[src/rtl/mem_arbiter.sv]
// rtl/mem_arbiter.sv - arbiter sharing one memory port between instruction fetch and load/store
//
// Purpose:
//   Grants the single byte-addressable memory to either the instruction-fetch
//   port or the data port. The arbiter then runs the access through the memory's
//   fixed read latency, or through its write-complete handshake with a timeout.
//   It returns data and the error flag to the granted port with a one-cycle ack.
//   When both ports are waiting in IDLE, the grant alternates between them.
//   Every output is registered.
//
// Ports:
//   clk        in   1   clock, posedge
//   rst        in   1   asynchronous active-low reset
//   i_req      in   1   fetch request, held until i_ack
//   i_addr     in   32  fetch address
//   i_ack      out  1   one-cycle fetch completion pulse
//   i_rdata    out  32  fetch data, holds its last value between acks
//   i_err      out  1   fetch error, qualified by i_ack
//   d_req      in   1   data request, held until d_ack
//   d_addr     in   32  data address
//   d_wsize    in   2   0 read, 1 byte, 2 half-word, 3 word write
//   d_wdata    in   32  data write data
//   d_ack      out  1   one-cycle data completion pulse
//   d_rdata    out  32  data read data, holds its last value between acks
//   d_err      out  1   data error, qualified by d_ack
//   mem_addr   out  32  memory address, holds its value in IDLE
//   mem_write  out  2   memory write size, nonzero only in WRITE
//   mem_wdata  out  32  memory write data
//   mem_rdata  in   32  memory read data
//   mem_done   in   1   memory write complete
//   mem_error  in   1   memory alignment error
//   busy       out  1   high whenever the arbiter is not in IDLE
//   grant      out  1   owner of current/last access: 0 fetch, 1 data

module mem_arbiter #(
    parameter int READ_LATENCY  = 2,
    parameter int WRITE_TIMEOUT = 255
) (
    input  logic        clk,
    input  logic        rst,
    input  logic        i_req,
    input  logic [31:0] i_addr,
    output logic        i_ack,
    output logic [31:0] i_rdata,
    output logic        i_err,
    input  logic        d_req,
    input  logic [31:0] d_addr,
    input  logic [1:0]  d_wsize,
    input  logic [31:0] d_wdata,
    output logic        d_ack,
    output logic [31:0] d_rdata,
    output logic        d_err,
    output logic [31:0] mem_addr,
    output logic [1:0]  mem_write,
    output logic [31:0] mem_wdata,
    input  logic [31:0] mem_rdata,
    input  logic        mem_done,
    input  logic        mem_error,
    output logic        busy,
    output logic        grant
);

    typedef enum logic [1:0] {
        IDLE  = 2'd0,
        READ  = 2'd1,
        WRITE = 2'd2,
        RESP  = 2'd3
    } state_t;

    // The counter reaches 0 in the last cycle of the wait. Loading N-1 therefore
    // gives exactly N cycles in READ, or at most N cycles in WRITE.
    localparam logic [7:0] READ_LOAD  = 8'(READ_LATENCY - 1);
    localparam logic [7:0] WRITE_LOAD = 8'(WRITE_TIMEOUT - 1);

    state_t      state, state_next;
    logic [7:0]  cnt, cnt_next;

    logic        i_ack_next, d_ack_next;
    logic [31:0] i_rdata_next, d_rdata_next;
    logic        i_err_next, d_err_next;
    logic [31:0] mem_addr_next, mem_wdata_next;
    logic [1:0]  mem_write_next;
    logic        busy_next, grant_next;

    // The data port wins when it is the only requester. It also wins a
    // contested cycle when the fetch port owned the previous access.
    logic        pick_d;
    assign pick_d = d_req & (~i_req | ~grant);

    always_ff @(posedge clk or negedge rst) begin
        if (!rst) begin
            state     <= IDLE;
            cnt       <= 8'd0;
            i_ack     <= 1'b0;
            d_ack     <= 1'b0;
            i_rdata   <= 32'd0;
            d_rdata   <= 32'd0;
            i_err     <= 1'b0;
            d_err     <= 1'b0;
            mem_addr  <= 32'd0;
            mem_wdata <= 32'd0;
            mem_write <= 2'd0;
            busy      <= 1'b0;
            grant     <= 1'b1;
        end else begin
            state     <= state_next;
            cnt       <= cnt_next;
            i_ack     <= i_ack_next;
            d_ack     <= d_ack_next;
            i_rdata   <= i_rdata_next;
            d_rdata   <= d_rdata_next;
            i_err     <= i_err_next;
            d_err     <= d_err_next;
            mem_addr  <= mem_addr_next;
            mem_wdata <= mem_wdata_next;
            mem_write <= mem_write_next;
            busy      <= busy_next;
            grant     <= grant_next;
        end
    end

    always_comb begin
        state_next     = state;
        cnt_next       = cnt;
        i_ack_next     = 1'b0;
        d_ack_next     = 1'b0;
        i_rdata_next   = i_rdata;
        d_rdata_next   = d_rdata;
        i_err_next     = i_err;
        d_err_next     = d_err;
        mem_addr_next  = mem_addr;
        mem_wdata_next = mem_wdata;
        mem_write_next = 2'd0;
        grant_next     = grant;

        case (state)
            IDLE: begin
                if (i_req || d_req) begin
                    grant_next    = pick_d;
                    mem_addr_next = pick_d ? d_addr : i_addr;
                    if (pick_d && (d_wsize != 2'd0)) begin
                        mem_wdata_next = d_wdata;
                        mem_write_next = d_wsize;
                        cnt_next       = WRITE_LOAD;
                        state_next     = WRITE;
                    end else begin
                        cnt_next   = READ_LOAD;
                        state_next = READ;
                    end
                end
            end

            READ: begin
                if (cnt == 8'd0) begin
                    // Only the granted port's results are touched. The other
                    // port keeps whatever it last returned.
                    if (grant) begin
                        d_rdata_next = mem_rdata;
                        d_err_next   = mem_error;
                        d_ack_next   = 1'b1;
                    end else begin
                        i_rdata_next = mem_rdata;
                        i_err_next   = mem_error;
                        i_ack_next   = 1'b1;
                    end
                    state_next = RESP;
                end else begin
                    cnt_next = cnt - 8'd1;
                end
            end

            WRITE: begin
                if (mem_done) begin
                    d_err_next = mem_error;
                    d_ack_next = 1'b1;
                    state_next = RESP;
                end else if (cnt == 8'd0) begin
                    d_err_next = 1'b1;
                    d_ack_next = 1'b1;
                    state_next = RESP;
                end else begin
                    mem_write_next = mem_write;
                    cnt_next       = cnt - 8'd1;
                end
            end

            RESP: begin
                state_next = IDLE;
            end

            default: begin
                state_next = IDLE;
            end
        endcase

        busy_next = (state_next != IDLE);
    end

endmodule
[config.mk]
export PLATFORM = sky130hd
export DESIGN_NAME = mem_arbiter
export DESIGN_NICKNAME = d
export VERILOG_FILES = /design/src/rtl/mem_arbiter.sv
export SDC_FILE = /design/constraint.sdc
export NUM_CORES = 1
export LEC_CHECK = 0
export BUFFER_PORTS_ARGS = -buffer_cell sky130_fd_sc_hd__clkbuf_2
export CAP_MARGIN = 0
export CELL_PAD_IN_SITES_DETAIL_PLACEMENT = 0
export CELL_PAD_IN_SITES_GLOBAL_PLACEMENT = 1
export CORE_AREA = 3 3 149 137
export CTS_CLUSTER_SIZE = 24
export DETAILED_ROUTE_END_ITERATION = 10
export DIE_AREA = 0 0 152 140
export GPL_ROUTABILITY_DRIVEN = 0
export PLACE_DENSITY_LB_ADDON = 0.3
export REMOVE_ABC_BUFFERS = 1
export SLEW_MARGIN = 25
export SYNTH_ARGS = -nofsm -noshare
export SYNTH_HDL_FRONTEND = slang
export SYNTH_SLANG_ARGS = --single-unit
[constraint.sdc]
create_clock -name clk -period 2.02 [get_ports clk]
set_input_delay 0.303 -clock clk [delete_from_list [all_inputs] [get_ports clk]]
set_output_delay 0.303 -clock clk [all_outputs]
set_load 0.03 [all_outputs]
# Yosys cells after proc, flatten, opt, wreduce, memory -nomap -nowiden
# Cells that the tools add are included.
# word_totals
inputBits,136
ff_bits,146
out_inout_bits,136
wordCells,69
# op_classes
n_bitwise,4
n_eq_ne,8
reduce_logical,14
mux,29
add_sub_neg,1
# op_table
op,count
32-bit 2-to-1 mux,1
8-bit 2-to-1 mux,4
8-bit case mux with 3 select lines,1
2-bit 2-to-1 mux,8
3-bit AND reduction,4
1-bit 2-to-1 mux,11
8-bit zero test,1
2-bit != test (second input constant),4
2-bit case mux with 4 select lines,1
8-bit by 1-bit subtractor with 8-bit output (second input constant),1
2-bit nonzero test,3
2-bit == test (second input constant),2
1-bit case mux with 2 select lines,2
2-bit case mux with 2 select lines,1
4-bit AND reduction,1
3-bit != test (second input constant),1
3-bit nonzero test,1
2-bit by 1-bit == test with 1-bit output (second input constant),1
2-bit zero test,1
1-bit NOT,2
2-bit AND reduction,1
1-bit AND,1
1-bit logical AND,1
1-bit logical OR,1
1-bit bitwise OR,1

# Depth between registers and ports, before layout
# Gate-level depths: netlist (run 1).
# logic_depth
ltp_word,8
depth_mapped,8
ltp_nobuf,6

# Least setup slack after synthesis (run 1)
# Ideal clock, no wire load.
# synth_path
path_kind,register to register
startpoint,reg state[0]
endpoint,reg mem_wdata[10]
path_buffers,2
t_arrival_ns,1.863
setup_time_ns,0.125
path_stages_with_launch,8
synth_period_minus_slack_ns,1.988
setup_slack_ns,0.032
required_ns,1.895
cell_sequence,dfrtp_1 -> inv_1 -> ha_1 -> clkbuf_1 -> nand2_1 -> a211oi_2 -> buf_2 -> mux2_2
# synth_between
elab_chain_cells,2
# synth_rtl
element,line_no,rtl
start: declaration,75,"state_t state, state_next;"
start signal: assignment,106,state <= state_next;
2-bit zero test,136,case (state)
3-bit AND reduction (no line),n/a,
end signal: assignment,115,mem_wdata <= mem_wdata_next;
end: declaration,55,"output logic [31:0] mem_wdata,"
# Every way passes these cells.
# A chain may end at the register's enable or synchronous reset.

# Worst setup path after layout (run 1)
# layout_path
startpoint,reg cnt[0]
endpoint,reg i_rdata[21]
# layout_between
elab_chain_cells,2
# layout_rtl
element,line_no,rtl
start: declaration,76,"logic [7:0] cnt, cnt_next;"
start signal: assignment,107,cnt <= cnt_next;
8-bit zero test,154,if (cnt == 8'd0) begin
3-bit AND reduction (no line),n/a,
end signal: assignment,110,i_rdata <= i_rdata_next;
end: declaration,44,"output logic [31:0] i_rdata,"
# Every way passes these cells.

==> reports/results.ini, run 1 <==
[status]
outcome=completed

[cts]
cts_tree=yes
cts.path.max_buffers=2
postCtsSetupBuffers=0
clk_latency_ns=0.43
numClockSinks=146
cts_root_buf=clkbuf_16
clkTransAtPathRegs_ns=0.07
htree_levels=4
cts_buffers=17

[sta]
setup_ws_ns=0.113
fin_crit_ns=1.91
post-route-period-util_pct=94.4
max_freq_ghz=0.524
slew_headroom_pct=69.1
setup_viol=0
rsz0062_at_grt=false
slew_violations=0
worst_pin_slew_ns=0.464
fin_tns_setup_ns=0
skew_ns=0.0118
holdWs_ns=0.110
hold_viol=0

[floorplanning]
fp.dieW_um=152
ios=272
num_rows=48
start_util_pct=32.7
dieArea_mm2=0.0213
fp.dieH_um=140
coreArea_mm2=0.0190

[pwr]
swShare_pct=44.8
p_clk_share_pct=18.9
power.switching_mw=7.14
p_int_mw=8.81
combPwrFrac_pct=48.0
pwr-share-seq_pct=33.1
p_per_area_mw_per_mm2=1860
power_mw=16.0
irDropWorstVdd_v=0.000609
p_leak_nw=4.37

[drt]
via_count=4653
wl_per_cell_um=16.3
route.detailed.drc=0
vias_per_cell=4.66
drtAntennaViolNets=0
drt-initial-drc-count=130
routed_wl_um=16300
firstDrtPassIters=4

[cells_and_area]
stdcell_area_mm2=0.00859
multiInputGateArea_mm2=0.00243
n_fill_cell=1790
seq_area_mm2=0.00365
fin_cells=999
antennaDiodeCount=0
fin_util_pct=45.2
finalNetCount=876
drive_gt1_share_pct=57.5
area_delta_synth_final_pct=38.6

[setup_path]
reg2reg_slack_ns=0.11
cp_max_fo=33
r2r_start=cnt[0]$_DFFE_PN0P_
cp.arrival_ns=2.22
required_ns=2.33
cp-end-kind=register
cp-startpoint=cnt[0]$_DFFE_PN0P_
regToRegEndpoint=i_rdata[21]$_DFFE_PN0P_
ff2ff_path_depth=7
cp-start-kind=register
critPathKind=register to register

[placed_design]
pre_cts_ws_ns=0.0663
place_hpwl_um=12300
placed_cells=966
port_buffers=271
post_dp_cell_area_mm2=0.00800

[yosys]
yosysTopAreaCellShare_pct=58.6
synth.ff_latch_count=146
netlist_instances=451
synth-edff-count=0
async_reset_ff_share_pct=100
yosys-top-cells-area=dfrtp_1 59%, mux2_2 13%, mux2_4 7.3%
synth.distinct_cells=45
yosysTopAreaCell=dfrtp_1
synth_common_cells=145 x dfrtp_1, 70 x mux2_2, 40 x o21ai_0, 39 x nand2_1, 33 x mux2i_1
ys_warn_count=0
synthFlopType=dfrtp_1
syn_area_per_cell_um2=13.7
seq_area_frac_synth_pct=59.0
netlist_area_mm2=0.00620
synth.most_common_cell=dfrtp_1

[global_routing]
grt_usage_pct=15.5
antenna_found_initial=0
grt_pass1_vias=5006
grt.overflow.total=0
grt_pass1_wl_um=26700
grt_max_degree=65

[worst_hold_path]
holdPathEnd=mem_wdata[9]$_DFFE_PN0P_
holdPathStages=2
worstHoldStart=d_wdata[9]
hp-class=input port to register

[job]
cap_violations=0

worst max path at each step:
stage	to	slack (ns)
after floorplan	cnt[2]$_DFFE_PN0P_	-1.61
after global placement	i_rdata[2]$_DFFE_PN0P_	0.13
after detailed placement	i_rdata[6]$_DFFE_PN0P_	0.07
after CTS	i_rdata[15]$_DFFE_PN0P_	0.04
after global routing	i_rdata[21]$_DFFE_PN0P_	0.003
final	i_rdata[21]$_DFFE_PN0P_	0.11
cell type report:
type	count	area share, %
timing repair buffer	291	18.7
clock buffer	17	4.95
inverter	6	0.262
clock inverter	15	1.63
tap	250	3.64
sequential	146	42.6
multi-input combinational	274	28.3
sequential cells by signal, summed over array words and instances, names as in the netlist, 2 cells and up:
register and flops:
cnt 8, i_rdata 32, d_rdata 32, state 2, mem_addr 32, mem_wdata 32
mem_write 2
power groups by stage:
stage,clock network [mW],logic [mW],registers (mW)
floorplan,0,2.47,7.90
global placement,0,7.62,5.26
detailed placement,0,7.75,5.31
CTS,3.12,7.75,5.28
global route,3.25,8.18,5.49
finish,3.02,7.66,5.28
kinds of logic (layout without fill, tap and decap cells):
family / after synthesis / in the layout / share of synthesized area (%)
compound gates: 71 / 71 / 7.03
fa+ha+maj: 4 / 4 / 0.808
buf+inv: 31 / 329 / 2.50
flops: 146 / 146 / 59.0
mux: 133 / 133 / 25.3
simple gates: 66 / 66 / 5.37
routing by layer:
metal / global-route usage (%) / wire length (um) / vias up
li1: - / - / 2184
met1: 20.2 / 7240 / 2209
met2: 23.8 / 7290 / 236
met3: 6.36 / 1480 / 24
met4: 4.54 / 289 / 0
met5: 0 / 0 / -
critical path: stages, from the launching register on:
cell,delay (ns)
dfrtp_1,0.35
inv_1,0.07
ha_1,0.21
nor3b_2,0.17
and2_2,0.23
nand3b_4,0.09
buf_12,0.27
mux2_2,0.38
cell usage in the layout, fill, tap and decap left out, types with 5 or more instances in the layout:
master	instances
inv_1	6
mux2i_1	33
dfrtp_1	145
nand2_1	39
nand3_1	6
o31ai_1	5
buf_4	12
buf_12	7
o21ai_0	40
clkbuf_16	17
mux2_4	30
inv_6	5
mux2_2	70
clkbuf_2	270
timing repair:
item                                    4_1_cts  5_1_grt
hold buffers                                  1        0
endpoints found under the setup margin        5       63
hold endpoints to repair                     45        0
gates resized for setup                       1        3
No activity file was read; power rests on OpenSTA's default activity.
==> run 2: changes to the inputs <==
--- a/config.mk
+++ b/config.mk
@@ -14,6 +14,7 @@
 export DETAILED_ROUTE_END_ITERATION = 10
 export DIE_AREA = 0 0 152 140
 export GPL_ROUTABILITY_DRIVEN = 0
+export GPL_TIMING_DRIVEN = 0
 export PLACE_DENSITY_LB_ADDON = 0.3
 export REMOVE_ABC_BUFFERS = 1
 export SLEW_MARGIN = 25
==> reports/results.ini, run 2 (synthesis results as in run 1) <==
[placed_design]
pre_cts_ws_ns=-0.851
port_buffers=271
place_hpwl_um=12200

[setup_path]
r2r_start=cnt[0]$_DFFE_PN0P_
ff2ff_path_depth=8
regToRegEndpoint=i_rdata[5]$_DFFE_PN0P_
required_ns=2.32
reg2reg_slack_ns=0.05
critical-path-max-stage-delay_ns=0.39
cp-end-kind=register
crit_slowest_cell=dfrtp_1
cp-start-kind=register
cp.arrival_ns=2.27
cp_max_fo=17
critPathKind=register to register
path_cells=inv_2 > ha_4 > nor3b_4 > buf_4 > and2_4 > nand3b_4 > buf_12 > mux2_4

[cts]
cts_tree=yes
cts_root_buf=clkbuf_16
cts.path.max_buffers=2
numClockSinks=146
clkTransAtPathRegs_ns=0.07
htree_levels=4
cts_buffers=17
clk_latency_ns=0.42

[drt]
wl_per_cell_um=16.7
vias_per_cell=4.68
top_layer=met4
met2_length_um=7940
routed_wl_um=16900
wl_met3_um=1420
firstDrtPassIters=4
drtAntennaViolNets=0
drt-initial-drc-count=192
via_count=4728
route.detailed.drc=0
wl_met1_um=7310

[worst_hold_path]
holdPathStages=2
worstHoldStart=d_wdata[9]
hp-class=input port to register
holdPathEnd=mem_wdata[9]$_DFFE_PN0P_

[sta]
worst_pin_slew_ns=0.712
holdWs_ns=0.115
max_freq_ghz=0.507
slew_violations=0
setup_ws_ns=0.0493
hold_viol=0
post-route-period-util_pct=97.6
setup_viol=0
skew_ns=0.00980
rsz0062_at_grt=true
fin_crit_ns=1.97
fin_tns_setup_ns=0
slew_headroom_pct=52.4

[cells_and_area]
n_fill_cell=1765
drive_gt1_share_pct=59.2
antennaDiodeCount=0
fin_util_pct=46.6
final_cell_mix=270 x clkbuf_2, 143 x dfrtp_1, 70 x mux2_2
layout_commonest_cell=clkbuf_2
multiInputGateArea_mm2=0.00251
finalNetCount=887
area_delta_synth_final_pct=42.6
seq_area_mm2=0.00366

[pwr]
p_per_area_mw_per_mm2=1870
power_mw=16.6
irDropWorstVdd_v=0.000704
p_leak_nw=4.49

[floorplanning]
dieArea_mm2=0.0213
start_util_pct=32.7
coreArea_mm2=0.0190
num_rows=48
fp.dieW_um=152
fp.dieH_um=140
ios=272

[global_routing]
grt_max_degree=84
grt.overflow.total=0
grt_pass1_vias=5007
antenna_found_initial=0
grt_pass1_wl_um=27400
grt_usage_pct=16.1

[status]
outcome=completed

[job]
cap_violations=0

[run 2: cell count changes in the layout (fill, tap and decap cells not counted), moves of 3 or more]
cell        before  now
buf_12           7    3
ha_4             0    3
buf_4           12   17
buf_16           0    4
clkinvlp_4       4    1
ha_1             4    1
[run 2: what timing repair did]
| item | in CTS | in global routing |
|---|---|---|
| hold endpoints to repair | 63 | 0 |
| endpoints found under the setup margin | 108 | 25 |
| setup buffers | 11 | 10 |
| hold buffers | 1 | 0 |
| gates cloned | 1 | 0 |
| pin swaps | 4 | 5 |
| resized for setup | 18 | 3 |
[run 2: cell type report]
cell class	instances	share of cell area, %
Sequential cell	146	41.4
Multi-Input combinational cell	275	28.4
Timing Repair Buffer	301	19.6
Clock buffer	18	4.97
Tap cell	250	3.54
Clock inverter	14	1.87
Inverter	6	0.255
[run 2: worst max path at each step]
stage,start,to,slack (ns),cells after the start
after floorplan,grant$_DFFE_PN1P_,cnt[2]$_DFFE_PN0P_,-1.61,4
after global placement,d_req,busy$_DFF_PN0_,-2.33,5
after detailed placement,cnt[0]$_DFFE_PN0P_,i_rdata[31]$_DFFE_PN0P_,-0.85,6
after CTS,cnt[3]$_DFFE_PN0P_,d_rdata[25]$_DFFE_PN0P_,0.004,7
after global routing,cnt[0]$_DFFE_PN0P_,i_rdata[5]$_DFFE_PN0P_,-0.03,8
final,cnt[0]$_DFFE_PN0P_,i_rdata[5]$_DFFE_PN0P_,0.05,8
[run 2: through the flow]
step                      cell area, um2  cells
after floorplan                     6060    426
after global placement              7730    947
after detailed placement            7940    956
after CTS                           8770   1001
after global routing                8840   1010
final                               8840   1010
[run 2: layer usage]
layer,vias to the layer above,GRT usage [%]
li1,2212,-
met5,-,0
met2,224,26.1
met3,19,6.21
met1,2273,20.3
met4,0,4.21
[run 2: where the power goes]
group / internal [mW] / switching (mW) / total (mW) / leakage [nW]
Clock: 1.90 / 1.36 / 3.26 / 0.297
Sequential: 4.39 / 0.898 / 5.29 / 1.74
Combinational: 3.03 / 4.99 / 8.02 / 2.45
Total: 9.31 / 7.25 / 16.6 / 4.49
[run 2: worst max-delay path, delay by kind of cell (launching register included)]
family | cells | cell delay [ns]
mux | 1 | 0.31
flops | 1 | 0.39
fa+ha+maj | 1 | 0.15
buf+inv | 3 | 0.41
simple gates | 3 | 0.56
